## src/rtl/fsm_serial_tx.sv

```systemverilog
// Async-serial transmitter: start bit, DATA_W data bits LSB first, optional parity,
// STOP_BITS stop bits. Every output is a flop; in_ready is decoded from flops only.
module fsm_serial_tx #(
  parameter int DATA_W     = 8,
  parameter int BIT_CYCLES = 1,
  parameter int PARITY_EN  = 0,
  parameter int PARITY_ODD = 0,
  parameter int STOP_BITS  = 1
) (
  input  logic              clk,
  input  logic              resetn,
  input  logic [DATA_W-1:0] in_data,
  input  logic              in_valid,
  output logic              in_ready,
  output logic              txd,
  output logic              busy,
  output logic              done
);
  localparam int BCW = $clog2(DATA_W + 1);
  localparam int BAW = (BIT_CYCLES > 1) ? $clog2(BIT_CYCLES) : 1;
  localparam logic [BAW-1:0] BAUD_LAST = BAW'(BIT_CYCLES - 1);
  localparam logic [BCW-1:0] DBIT_LAST = BCW'(DATA_W - 1);
  localparam logic [BCW-1:0] SBIT_LAST = BCW'(STOP_BITS - 1);

  typedef enum logic [2:0] {IDLE, START, DATA, PARITY, STOP} state_t;

  state_t            state, nstate;
  logic [BAW-1:0]    baud, nbaud;
  logic [BCW-1:0]    bit_cnt, nbit;
  logic [DATA_W-1:0] shift, nshift;
  logic              par;
  logic              accept, baud_last, nlast, ntxd;

  // done marks the last stop clock, so it doubles as the "ready again" flag.
  assign in_ready  = (state == IDLE) | done;
  assign accept    = in_valid & in_ready;
  assign baud_last = (baud == BAUD_LAST);

  always_comb begin
    nstate = state;
    nbaud  = baud;
    nbit   = bit_cnt;
    nshift = shift;
    unique case (state)
      IDLE: if (accept) begin
        nstate = START;
        nbaud  = '0;
        nbit   = '0;
        nshift = in_data;
      end
      START: if (baud_last) begin
        nstate = DATA;
        nbaud  = '0;
      end else nbaud = baud + 1'b1;
      DATA: if (baud_last) begin
        nbaud  = '0;
        nshift = shift >> 1;
        if (bit_cnt == DBIT_LAST) begin
          nbit   = '0;
          nstate = (PARITY_EN != 0) ? PARITY : STOP;
        end else nbit = bit_cnt + 1'b1;
      end else nbaud = baud + 1'b1;
      PARITY: if (baud_last) begin
        nstate = STOP;
        nbaud  = '0;
      end else nbaud = baud + 1'b1;
      STOP: if (baud_last) begin
        nbaud = '0;
        if (bit_cnt == SBIT_LAST) begin
          nbit = '0;
          if (accept) begin
            nstate = START;
            nshift = in_data;
          end else nstate = IDLE;
        end else nbit = bit_cnt + 1'b1;
      end else nbaud = baud + 1'b1;
      default: nstate = IDLE;
    endcase
    // Look ahead one clock so done lands exactly on the final stop-bit clock.
    nlast = (nstate == STOP) && (nbaud == BAUD_LAST) && (nbit == SBIT_LAST);
    unique case (nstate)
      START:   ntxd = 1'b0;
      DATA:    ntxd = nshift[0];
      PARITY:  ntxd = par;
      default: ntxd = 1'b1;
    endcase
  end

  always_ff @(posedge clk or negedge resetn) begin
    if (!resetn) begin
      state   <= IDLE;
      baud    <= '0;
      bit_cnt <= '0;
      shift   <= '0;
      par     <= 1'b0;
      txd     <= 1'b1;
      busy    <= 1'b0;
      done    <= 1'b0;
    end else begin
      state   <= nstate;
      baud    <= nbaud;
      bit_cnt <= nbit;
      shift   <= nshift;
      txd     <= ntxd;
      busy    <= (nstate != IDLE);
      done    <= nlast;
      if (accept) par <= (^in_data) ^ PARITY_ODD[0];
    end
  end
endmodule

```

## config.mk

```make
export PLATFORM = sky130hd
export DESIGN_NAME = fsm_serial_tx
export DESIGN_NICKNAME = d
export VERILOG_FILES = /design/src/rtl/fsm_serial_tx.sv
export SDC_FILE = /design/constraint.sdc
export NUM_CORES = 1
export LEC_CHECK = 0
export CORE_ASPECT_RATIO = 1.5
export CORE_MARGIN = 4
export CORE_UTILIZATION = 40
export CTS_CLUSTER_SIZE = 25
export DETAILED_ROUTE_END_ITERATION = 8
export SLEW_MARGIN = 20
export SYNTH_ARGS = -nofsm -noshare
export SYNTH_HDL_FRONTEND = slang
export SYNTH_SLANG_ARGS = --single-unit
```

## constraint.sdc

```tcl
create_clock -name clk -period 2.15 [get_ports clk]
set_input_delay 0.5375 -clock clk [delete_from_list [all_inputs] [get_ports clk]]
set_output_delay 0.5375 -clock clk [all_outputs]
set_load 0.02 [all_outputs]
```

==> impl_metrics.csv <==
group,metric,value,unit
sta,layout_setup_ws,107,ps
clock_tree,worst_setup_hold_path_clk_slew,70,ps
route,drt_iter0_markers,45,
floorplan,initial_core_util,0.417,
place,portBuffers,14,
power,power_leakage,0.652,nW
critical_path,required,1610,ps
critical_path,crit_fanout,2,
yosys,avgSynthCellArea,10.2,um2
sta,finalCritPeriodShare,0.950,
power,comb_power_share,0.565,
outcome,status,"finished clean",
final_layout,areaGrowthSynthToFinish,22.0,%
clock_tree,htreeDepth,1,
yosys,synthAdderAreaFrac,0.0204,
clock_tree,tritoncts,"yes",
power,p_seq_frac,0.278,
yosys,ys_ff_latch,20,
yosys,ys_dominant_reg_cell,"dfrtp_1",
route,viasPerCell,5.77,
yosys,muxShareOfSynthArea,0.0163,
sta,fin_crit,2040,ps
sta,setup_viol,0,
sta,slew_viol_final,0,
critical_path,rr_worst_depth,7,
yosys,synth-xor-area-share,0.0499,
clock_tree,ctsLongestPathBuffers,2,
floorplan,dieHeight,75.8,um
final_layout,layout.cells.most_common,"dfrtp_1",
sta,rsz0062_at_grt,"false",
critical_path,critPathArrivalTime,1510,ps
critical_path,crit_chain,"or2_2 > o21bai_1 > dlygate4sd2_1",
critical_path,ff2ff_setup_slack,240,ps
yosys,synth_cell_type_count,45,
yosys,synth.area.top_cells,"dfrtp_1 (39%), xnor2_1 (5.0%), a22o_1 (4.3%)",
yosys,synth_top_family_by_area,"compound AO/OA/AOI/OAI gates",
route,drt-total-wl,2880,um
yosys,synth_top_area_cell,"dfrtp_1",
clock_tree,numCtsBuffers,3,
final_layout,fillers,294,
worst_hold_path,hold_path_class,"flop to flop",
sta,fmax,490,MHz
sta,tightest_slew,522,ps
final_layout,num_antenna_cells,0,
sta,fin_skew,1.01,ps
clock_tree,worst_skew_pair.late_latency,260,ps
route,vias,1039,
power,swShare,0.402,
place,pre_cts_slack,115,ps
place,dpl.hpwl,2210,um
floorplan,rows,24,
route,post-route-drc-count,0,
clock_tree,cts_root_buffer,"clkbuf_8",
yosys,synth_nets,133,
job,drv_cap,0,
yosys,synth_edf_count,0,
worst_hold_path,whs_path_depth,1,
critical_path,endpoint_kind,"output port",
global_routing,antenna_found_initial,0,
sta,tns,0,ps
yosys,ys_warn_count,0,
critical_path,start_kind,"flop",
yosys,synth_top_area_frac,0.387,
global_routing,grt_use_total,0.164,
critical_path,cp_slowest_cell,"dfrtp_1",
global_routing,grt_pass1_wl,4790,um
power,power_density,1580,mW/mm2
power,vdd_drop_max,0.786,mV
yosys,synth_area,0.00123,mm2
power,intPower,1.41,mW
route,wire_per_inst,16.0,um
clock_tree,post_cts_buffers,0,
global_routing,grt_pass1_vias,1026,
final_layout,layout_common_cells,"dfrtp_1 (19), clkdlybuf4s50_1 (13), nand2_1 (9), a21oi_1 (9), buf_4 (9)",
yosys,netlist_instances,120,
route,ant_nets,0,
yosys,synthSimpleGateAreaFrac,0.190,
place,gp_congestion,0.856,
critical_path,path_class,"flop to output port",
final_layout,final_nets,155,
final_layout,drive_gt1_frac,0.170,
critical_path,critPathMaxStageDelay,380,ps
floorplan,die_x,53.2,um
global_routing,overflow,0,
global_routing,grt_max_degree,21,
floorplan,die_area,0.00404,mm2
floorplan,coreArea,0.00294,mm2
route,first_pass_iters,4,
yosys,synth_compound_area_frac,0.257,
clock_tree,hold_buffers,0,
sta,hold_viol,0,
yosys,ys_seq_area_frac,0.409,
sta,relSlewSlack,0.650,
yosys,synthArstFlopShare,1.00,
power,switching_power,0.951,mW
floorplan,io_pins,15,
clock_tree,clock_sinks,20,
power,p_clk_frac,0.158,
-- final timing paths --
kind / start / end
setup / recovery: state[1]$_DFF_PN0_ / in_ready
hold / removal: shift[4]$_DFFE_PN0P_ / shift[4]$_DFFE_PN0P_
setup reg to reg: bit_cnt[1]$_DFF_PN0_ / done$_DFF_PN0_
hold reg to reg: shift[4]$_DFFE_PN0P_ / shift[4]$_DFFE_PN0P_
max in group asynchronous: resetn / txd$_DFF_PN1_
min in group asynchronous: resetn / par$_DFFE_PN0N_
-- metal layers --
metal | track usage | part of all wire | vias to the layer above
li1 | - | - | 491
met1 | 0.183 | 0.41 | 504
met2 | 0.286 | 0.51 | 37
met3 | 0.0294 | 0.050 | 7
met4 | 0.0909 | 0.029 | 0
met5 | 0 | 0 | -
-- state kept, by name, summed over array words and instances (netlist names) --
register and cells:
shift 8, bit_cnt 4, state 3, baud 1
busy 1, done 1, par 1, txd 1
-- kinds of logic after synthesis --
group / Yosys count
DFF: 20
xor gates and xnor gates: 7
adders and majority gates: 2
muxes: 2
buffers and inverters: 10
and+or+nand+nor: 36
AOI/OAI and AO/OA: 43
-- worst max-delay path, delay by kind of cell, from the launching register on --
family,cells,cell delay [ps]
flip-flops,1,380
AO/OA/AOI/OAI,1,180
AND/OR/NAND/NOR,1,310
buffers and inverters,1,370
-- Yosys cell counts, drive strengths merged, types with 2 or more instances --
master / n
nand4: 2
o21bai: 2
o31ai: 2
a22oi: 2
ha: 2
o21ai: 5
nand2: 9
a22o: 6
inv: 4
mux2i: 2
a21o: 6
nand2b: 5
xnor2: 7
nor2: 6
buf: 6
dfrtp: 19
nor4b: 2
o22ai: 2
a21oi: 10
or2: 3
-- what timing repair did --
action | in CTS | in global routing
gates resized for setup | 1 | 0
hold endpoints to repair | 0 | 0
endpoints found under the setup margin | 1 | 0
-- area by class of cell --
type | instances | area, um2 | area share
well taps | 39 | 48.8 | 0.0326
clock buffers | 3 | 41.3 | 0.0276
clock inverters | 1 | 30.0 | 0.0201
flip-flops and latches | 20 | 502 | 0.335
multi-input cells | 90 | 654 | 0.437
repair buffers | 23 | 206 | 0.138
inverters | 4 | 15.0 | 0.0100
-- through the flow --
stage / instance area (um2) / total power [mW] / hold slack (ps) / util / instances
6_report: 1500 / 2.37 / 477 / 0.509 / 180
5_1_grt: 1500 / 2.53 / 502 / 0.509 / 180
4_1_cts: 1500 / 2.37 / 479 / 0.509 / 180
3_5_place_dp: 1430 / 2.00 / 465 / 0.485 / 176
3_3_place_gp: 1430 / 1.99 / 463 / 0.485 / 176
2_1_floorplan: 1230 / 1.59 / 242 / - / 120
-- power by group through the flow --
stage               logic (mW)  registers, mW  clock network, mW
finish                    1.34          0.657              0.373
global placement          1.33          0.663                  0
CTS                       1.33          0.659              0.381
floorplan                0.922          0.671                  0
global route              1.46          0.676              0.393
detailed placement        1.34          0.664                  0
Note: power is estimated with default switching activity, not from simulation.
